--- src/rtl/store_check_monitor.sv ---
`timescale 1ns/1ps
`default_nettype none
// ============================================================================
// Module   : store_check_monitor
// Purpose  : Store-trace checker placed on the data-memory write port of a
//            RISC-V pipeline.  A table of expected (address, data) stores is
//            programmed while idle.  After start, every committed store is
//            compared against the table, and the monitor settles in PASS
//            (all valid entries seen with correct data), FAIL (an expected
//            address was written with wrong data) or TIMEOUT.
// Ports    : clk, rst                  - clock, synchronous active-high reset
//            cfg_we/cfg_idx/cfg_addr/
//            cfg_data                  - table programming (IDLE only)
//            start                     - begin checking (IDLE only)
//            memwrite/dataadr/writedata- observed store bus
//            done/pass/fail/timeout    - registered verdict flags
//            hit_count                 - distinct entries matched so far
//            fail_addr/fail_data       - offending store on FAIL
// Revision : 1.0 - initial release
// ============================================================================
module store_check_monitor #(
    parameter int NUM_CHECKS     = 4,
    parameter int TIMEOUT_CYCLES = 100,
    parameter int CNT_W          = 16,
    localparam int c_IDX_W = (NUM_CHECKS > 1) ? $clog2(NUM_CHECKS) : 1,
    localparam int c_HC_W  = $clog2(NUM_CHECKS + 1)
) (
    input  logic                clk,
    input  logic                rst,
    input  logic                cfg_we,
    input  logic [c_IDX_W-1:0]  cfg_idx,
    input  logic [31:0]         cfg_addr,
    input  logic [31:0]         cfg_data,
    input  logic                start,
    input  logic                memwrite,
    input  logic [31:0]         dataadr,
    input  logic [31:0]         writedata,
    output logic                done,
    output logic                pass,
    output logic                fail,
    output logic                timeout,
    output logic [c_HC_W-1:0]   hit_count,
    output logic [31:0]         fail_addr,
    output logic [31:0]         fail_data
);

    typedef enum logic [2:0] {
        S_IDLE    = 3'd0,
        S_RUN     = 3'd1,
        S_PASS    = 3'd2,
        S_FAIL    = 3'd3,
        S_TIMEOUT = 3'd4
    } state_t;

    state_t                 r_state;
    state_t                 w_state_next;

    logic [31:0]            r_exp_addr [NUM_CHECKS];
    logic [31:0]            r_exp_data [NUM_CHECKS];
    logic [NUM_CHECKS-1:0]  r_valid;
    logic [NUM_CHECKS-1:0]  r_hit;
    logic [CNT_W-1:0]       r_timer;
    logic [c_HC_W-1:0]      r_hit_count;
    logic [31:0]            r_fail_addr;
    logic [31:0]            r_fail_data;

    logic                   w_match;
    logic [c_IDX_W-1:0]     w_match_idx;
    logic                   w_store_ok;
    logic                   w_store_bad;
    logic                   w_new_hit;
    logic [NUM_CHECKS-1:0]  w_hit_after;
    logic                   w_all_hit;
    logic                   w_any_valid;
    logic [CNT_W-1:0]       w_timer_next;
    logic                   w_timer_expire;

    // Parallel address compare. Scanning from the top index down lets the
    // lowest matching index overwrite the others, so duplicates resolve to
    // the lowest entry.
    always_comb begin
        w_match     = 1'b0;
        w_match_idx = '0;
        for (int i = NUM_CHECKS - 1; i >= 0; i--) begin
            if (memwrite && r_valid[i] && (r_exp_addr[i] == dataadr)) begin
                w_match     = 1'b1;
                w_match_idx = c_IDX_W'(i);
            end
        end
    end

    assign w_store_ok  = w_match &&  (r_exp_data[w_match_idx] == writedata);
    assign w_store_bad = w_match && !(r_exp_data[w_match_idx] == writedata);
    assign w_new_hit   = w_store_ok && !r_hit[w_match_idx];

    // Hit vector as it will look after this edge, so completion can be
    // declared on the same edge that samples the final store.
    always_comb begin
        w_hit_after = r_hit;
        for (int i = 0; i < NUM_CHECKS; i++) begin
            if (w_store_ok && (w_match_idx == c_IDX_W'(i))) begin
                w_hit_after[i] = 1'b1;
            end
        end
    end

    assign w_all_hit      = &(~r_valid | w_hit_after);
    assign w_any_valid    = |r_valid;
    assign w_timer_next   = r_timer + CNT_W'(1);
    assign w_timer_expire = (w_timer_next == CNT_W'(TIMEOUT_CYCLES));

    // ------------------------------------------------------------------
    // State register
    // ------------------------------------------------------------------
    always_ff @(posedge clk) begin
        if (rst) begin
            r_state <= S_IDLE;
        end else begin
            r_state <= w_state_next;
        end
    end

    // ------------------------------------------------------------------
    // Next-state logic; verdict priority is FAIL, then PASS, then TIMEOUT
    // ------------------------------------------------------------------
    always_comb begin
        w_state_next = r_state;
        case (r_state)
            S_IDLE: begin
                if (start) begin
                    // An empty table has nothing to wait for.
                    w_state_next = w_any_valid ? S_RUN : S_PASS;
                end
            end
            S_RUN: begin
                if (w_store_bad) begin
                    w_state_next = S_FAIL;
                end else if (w_all_hit) begin
                    w_state_next = S_PASS;
                end else if (w_timer_expire) begin
                    w_state_next = S_TIMEOUT;
                end
            end
            S_PASS, S_FAIL, S_TIMEOUT: begin
                w_state_next = r_state;
            end
            default: begin
                w_state_next = S_IDLE;
            end
        endcase
    end

    // ------------------------------------------------------------------
    // Table, timer and result registers
    // ------------------------------------------------------------------
    always_ff @(posedge clk) begin
        if (rst) begin
            for (int i = 0; i < NUM_CHECKS; i++) begin
                r_exp_addr[i] <= '0;
                r_exp_data[i] <= '0;
            end
            r_valid     <= '0;
            r_hit       <= '0;
            r_timer     <= '0;
            r_hit_count <= '0;
            r_fail_addr <= '0;
            r_fail_data <= '0;
        end else begin
            case (r_state)
                S_IDLE: begin
                    if (start) begin
                        r_hit       <= '0;
                        r_timer     <= '0;
                        r_hit_count <= '0;
                    end
                    // Out-of-range indices match no entry and are dropped.
                    if (cfg_we) begin
                        for (int i = 0; i < NUM_CHECKS; i++) begin
                            if (cfg_idx == c_IDX_W'(i)) begin
                                r_exp_addr[i] <= cfg_addr;
                                r_exp_data[i] <= cfg_data;
                                r_valid[i]    <= 1'b1;
                                r_hit[i]      <= 1'b0;
                            end
                        end
                    end
                end
                S_RUN: begin
                    r_timer <= w_timer_next;
                    if (w_store_bad) begin
                        r_fail_addr <= dataadr;
                        r_fail_data <= writedata;
                    end else if (w_store_ok) begin
                        r_hit <= w_hit_after;
                        if (w_new_hit) begin
                            r_hit_count <= r_hit_count + c_HC_W'(1);
                        end
                    end
                end
                default: begin
                    // Terminal states freeze everything until reset.
                end
            endcase
        end
    end

    assign pass      = (r_state == S_PASS);
    assign fail      = (r_state == S_FAIL);
    assign timeout   = (r_state == S_TIMEOUT);
    assign done      = pass | fail | timeout;
    assign hit_count = r_hit_count;
    assign fail_addr = r_fail_addr;
    assign fail_data = r_fail_data;

endmodule
`default_nettype wire

--- config.mk ---
export PLATFORM = sky130hd
export DESIGN_NAME = store_check_monitor
export DESIGN_NICKNAME = d
export VERILOG_FILES = /design/src/rtl/store_check_monitor.sv
export SDC_FILE = /design/constraint.sdc
export NUM_CORES = 1
export LEC_CHECK = 0
export CORE_AREA = 5 5 270 272
export CTS_CLUSTER_DIAMETER = 80
export DETAILED_ROUTE_END_ITERATION = 6
export DIE_AREA = 0 0 275 277
export GPL_TIMING_DRIVEN = 0
export PLACE_DENSITY = 0.41
export SYNTH_ARGS = -nofsm -noshare
export SYNTH_HDL_FRONTEND = slang
export SYNTH_SLANG_ARGS = --single-unit
--- constraint.sdc ---
create_clock -name clk -period 5.2 [get_ports clk]
set_input_delay 1.04 -clock clk [delete_from_list [all_inputs] [get_ports clk]]
set_output_delay 1.04 -clock clk [all_outputs]
set_load 0.03 [all_outputs]
* Yosys cells after proc, flatten, opt, wreduce, memory -nomap -nowiden
Memories as Yosys holds them, arrays and structs flattened. Cells that the tools add are included.
Storage, ports and cells: bits in registers 94, latch bits 0, RAM bits 256, memory bits (read-only) 0, word-level logic and storage cells 148, memories 2
Memories:
- r_exp_addr | depth 4, width 32, rd ports 4, clocked after memory_dff 0, write ports 4, RTL line 58 | logic [31:0] r_exp_addr [NUM_CHECKS];
- r_exp_data | depth 4, width 32, rd ports 1, clocked after memory_dff 0, write ports 4, RTL line 59 | logic [31:0] r_exp_data [NUM_CHECKS];
Operators by class: add/subtract/negate cells 2, $mul 0, divide/modulo/power cells 0, order comparisons 1, equal/unequal tests 21, shift operators 0, mux-type cells 66, bitwise logic cells 13, reduce and logical (&&, ||, !) cells 33
Operators by type and width (number):
- $mux 32 | 8
- $eq 32x32->1 | 5
- $mux 1 | 35
- $pmux 16 s2 | 1
- $mux 3 | 8
- $reduce_and 3->1 | 6
- $add 16x1->16 const B | 1
- $eq 16x7->1 const B | 1
- $mux 16 | 1
- $mux 4 | 4
- $logic_and 1x1->1 | 15
- $mux 2 | 5
- $or 1x1->1 | 10
- $pmux 3 s3 | 1
- $eq 2x2->1 const B | 4
- $ne 2x2->1 const B | 4
- $pmux 4 s2 | 1
- $eq 3x2->1 const B | 2
- $pmux 3 s2 | 1
- $reduce_and 5->1 | 1
- $eq 2x1->1 const B | 2
- $logic_not 2->1 | 2
- $ne 4x4->1 const B | 1
- $not 4->4 | 1
- 14 further kinds | 16

* Depth between registers and ports, before layout
An unclocked memory read counts as a cell.
depth in word-level cells 16, depth in mapped cells 18, depth with buffers taken out 13

* Least setup slack after synthesis
OpenSTA, ideal clock, no wires.
kind in2reg, start point input dataadr[29], end point register r_fail_data[4], in the netlist fail_data[4], library setup time 128 ps, arrival 4491 ps, required time 5072 ps, setup slack 581 ps, stages 16, path buffers 4, cell sequence buf_2 xor2_1 or4_1 nor4_1 clkbuf_1 nand4_1 o41ai_1 a21oi_1 xnor2_1 nor4_1 nand4_2 o221ai_2 buf_6 buf_12 mux2i_1 nor2_1
On the way: word-level cells in the longest chain between the ends 11, elaborated cells between the ends (all ways) 21
RTL lines:
- start, declared | RTL line 36 | input logic [31:0] dataadr,
- $eq 32x32->1 | RTL line 85 | if (memwrite && r_valid[i] && (r_exp_addr[i] == dataadr)) begin
- $logic_and 1x1->1 | RTL line 85
- $mux 2 (4 in series) | RTL line 85
- $mem_v2 4x32
- $eq 32x32->1 | RTL line 93 | assign w_store_bad = w_match && !(r_exp_data[w_match_idx] == writedata);
- $logic_not 1->1 | RTL line 93
- $logic_and 1x1->1 * | RTL line 93
- $reduce_and 2->1 (no line) *
- end signal, assigned | RTL line 192 | r_fail_data <= writedata;
- end, declared | RTL line 65 | logic [31:0] r_fail_data;
Mark *: on every way between the ends. The rest lies on a longest branch, timed or not. A chain may end at the register's enable or synchronous reset.

* Worst setup path in the final report
start point input dataadr[27], end point register r_fail_addr[5], in the netlist fail_addr[5]
On the way: word-level cells in the longest chain between the ends 11, elaborated cells between the ends (all ways) 21
RTL lines:
- $eq 32x32->1 | RTL line 85
- $logic_and 1x1->1 | RTL line 85
- $mux 2 (4 in series) | RTL line 85
- $mem_v2 4x32
- $eq 32x32->1 | RTL line 93
- $logic_not 1->1 | RTL line 93
- $logic_and 1x1->1 * | RTL line 93
- $reduce_and 2->1 (no line) *
- end signal, assigned | RTL line 191 | r_fail_addr <= dataadr;
- end, declared | RTL line 64 | logic [31:0] r_fail_addr;
Marked as above.

==> flow_summary.json <==
{
  "outcome": "completed",
  "max_freq_mhz": 198,
  "p_int_w": 0.00516,
  "cp.depth": 17,
  "drv_slew": 0,
  "switching_power_w": 0.00196,
  "drc_errors": 0,
  "synth_edf_count": 256,
  "cp_slowest_stage_delay_ns": 0.50,
  "ys_ff_latch": 350,
  "cp.arrival_ns": 5.48,
  "combPwrFrac": 0.124,
  "path_cells": "clkbuf_1 > xor2_1 > or4_1 > nor4_4 > buf_4 > clkbuf_1 > nand4_1 > o311ai_1 > a21oi_2 > xnor2_1 > nor4_2 > nand4_2 > o221ai_2 > buf_6 > buf_12 > mux2i_1 > nor2_1",
  "cts_root_buf": "clkbuf_16",
  "yosys_warnings": 0,
  "core-area_um2": 70500,
  "synth_xor_area_frac": 0.0813,
  "antenna_found_initial": 4,
  "synth.distinct_cells": 61,
  "synth_top_family_by_area": "simple AND/OR/NAND/NOR gates",
  "grt_max_degree": 50,
  "layout_commonest_cell": "edfxtp_1",
  "holdPathStages": 2,
  "finalCritPeriodShare": 0.972,
  "viasPerCell": 4.95,
  "cp_num_buf_inv": 5,
  "numCtsBuffers": 46,
  "hold_viol": 0,
  "hp-class": "reg -> reg",
  "maxSlewHeadroom": 0.268,
  "drive_above_1_share": 0.0967,
  "cpMaxStageDelayCell": "or4_1",
  "grt_pass1_vias": 14551,
  "drt_wl_total_um": 74000,
  "vias": 14275,
  "power_frac_clock": 0.427,
  "fin_crit_ns": 5.05,
  "grt_pass1_wl_um": 105000,
  "gp_congestion": 0.914,
  "clockBufferDepth": 3,
  "yosysSeqAreaShare": 0.532,
  "dp_hpwl_um": 53600,
  "switching_share": 0.275,
  "pin_count": 206,
  "synth_area_um2": 18000,
  "r2r_cells": 15,
  "ant_nets": 0,
  "cts.sinks": 350,
  "die_x_um": 275,
  "synth-simple-area-share": 0.213,
  "cts_tree": "built",
  "final_cell_mix": "256 x edfxtp_1, 206 x and3_1, 172 x clkdlybuf4s50_1",
  "start_util": 0.255,
  "muxShareOfSynthArea": 0.0362,
  "clk_pin_slew_worst_paths_ns": 0.06,
  "worst_pin_slew_ns": 1.10,
  "fillers": 7284,
  "nets": 2034,
  "postSynthAreaPerCell_um2": 10.8,
  "synth-adder-area-share": 0.00139,
  "wl_per_cell_um": 25.6,
  "worstSetupStartpointType": "input pin",
  "rows": 98,
  "first_pass_iters": 5,
  "synthFlopType": "edfxtp_1",
  "total_power_w": 0.00712,
  "leakage_nw": 9.20,
  "fin_util": 0.323,
  "maxCapViolations": 0,
  "syn_inst": 1664,
  "overflow": 0,
  "powerDensity_nw_per_um2": 313,
  "skew_ns": 0.0281,
  "critPathMaxFanout": 10,
  "syn-num-nets": 1801,
  "r2r_setup_slack_ns": 0.55,
  "die_h_um": 277,
  "seqPwrFrac": 0.449,
  "drtIter0Drc": 1228,
  "critPathKind": "in -> reg",
  "critPathRequiredTime_ns": 5.63,
  "syn2layout_area_growth_pct": 26.4,
  "crit_family": "buffers and inverters",
  "die-area_um2": 76200,
  "grt_use_total": 0.189,
  "async_reset_ff_frac": 0,
  "clock_latency_ns": 0.59,
  "crit_path_frequent_cell": "clkbuf_1",
  "worstSetupEndpointType": "register",
  "synth-compound-area-share": 0.0791,
  "portBuffers": 172,
  "ir_drop_uv": 182,
  "setup_viol": 0,
  "cts_max_level": 2
}
cells by family after synthesis:
| family | Yosys count |
|---|---|
| buffers and inverters | 228 |
| muxes | 65 |
| DFF | 350 |
| AOI/OAI and AO/OA | 199 |
| and+or+nand+nor | 653 |
| adders and majority gates | 2 |
| xor gates and xnor gates | 167 |
layer usage:
layer	routed length (um)	GRT usage
met3	5340	0.0489
met4	1950	0.0507
met2	33000	0.292
met1	33700	0.263
met5	13	0
tightest hold or removal path: stages (launching register included):
cell	delay, ns
dfxtp_1	0.32
mux2i_1	0.07
nor2_1	0.07
final timing paths:
path                                       to              from
worst max-delay path             fail_addr[5]       dataadr[27]
worst min-delay path            fail_addr[29]     fail_addr[29]
worst max register to register   fail_addr[5]  r_exp_addr[2][5]
worst min register to register  fail_addr[29]     fail_addr[29]
registers in the layout, indices dropped and copies added, names as in the netlist:
signal,count
r_valid,4
fail_addr,32
r_state,3
hit_count,3
r_timer,16
r_exp_data,128
r_exp_addr,128
r_hit,4
fail_data,32
cell type report:
cell class | instances | area [um2] | share of cell area
Inverter | 72 | 270 | 0.0119
Timing Repair Buffer | 185 | 1920 | 0.0846
Clock inverter | 16 | 121 | 0.00533
Buffer | 156 | 785 | 0.0345
Clock buffer | 69 | 1280 | 0.0562
Multi-Input combinational cell | 1086 | 7610 | 0.334
Tap cell | 950 | 1190 | 0.0522
Antenna cell | 2 | 5.00 | 0.000220
Sequential cell | 350 | 9570 | 0.421
through the flow:
stage	cell area, um2	worst slack, ns	setup TNS (ns)	hold slack, ns	instances
2_1_floorplan	18000	0.581	0	0.464	1664
6_report	22800	0.148	0	0.488	2886
3_3_place_gp	20900	-1.45	-217.97	0.475	2786
3_5_place_dp	21100	-1.49	-101.21	0.484	2790
4_1_cts	22600	-0.00589	-0.00589	0.497	2880
5_1_grt	22700	-0.00709	-0.0108	0.525	2884
timing repair:
item                       in CTS  in global routing
gates resized for setup        36                 21
pin swaps                       3                  4
hold buffers                    0                  0
setup endpoints to repair      74                 64
buffers inserted                5                  4
power groups by stage:
stage	Combinational, W	Clock, W	Sequential (W)
after floorplan	0.000420	0	0.00325
after global placement	0.000847	0	0.00327
after detailed placement	0.000867	0	0.00325
after CTS	0.000876	0.00314	0.00320
after global routing	0.000935	0.00325	0.00321
final	0.000880	0.00304	0.00320
synth_stat cells (9+ instances only):
| cell | instances | area, um2 |
|---|---|---|
| edfxtp_1 | 256 | 7690 |
| and3_1 | 206 | 1290 |
| nor2_1 | 120 | 450 |
| clkbuf_1 | 115 | 432 |
| xor2_1 | 104 | 911 |
| dfxtp_1 | 94 | 1880 |
| nand4_1 | 86 | 538 |
| inv_1 | 72 | 270 |
| and2_1 | 68 | 425 |
| mux2i_1 | 65 | 651 |
| xnor2_1 | 63 | 552 |
| a21oi_1 | 49 | 245 |
| nor4_1 | 44 | 275 |
| nand2_1 | 35 | 131 |
| o21a_1 | 33 | 248 |
| o41ai_1 | 33 | 289 |
| o311ai_1 | 30 | 263 |
| buf_2 | 26 | 130 |
| o21ai_0 | 21 | 105 |
| nand3_1 | 16 | 80.1 |
| nor3_1 | 14 | 70.1 |
| or4_1 | 9 | 67.6 |
Note: power is estimated with default switching activity, not from simulation.
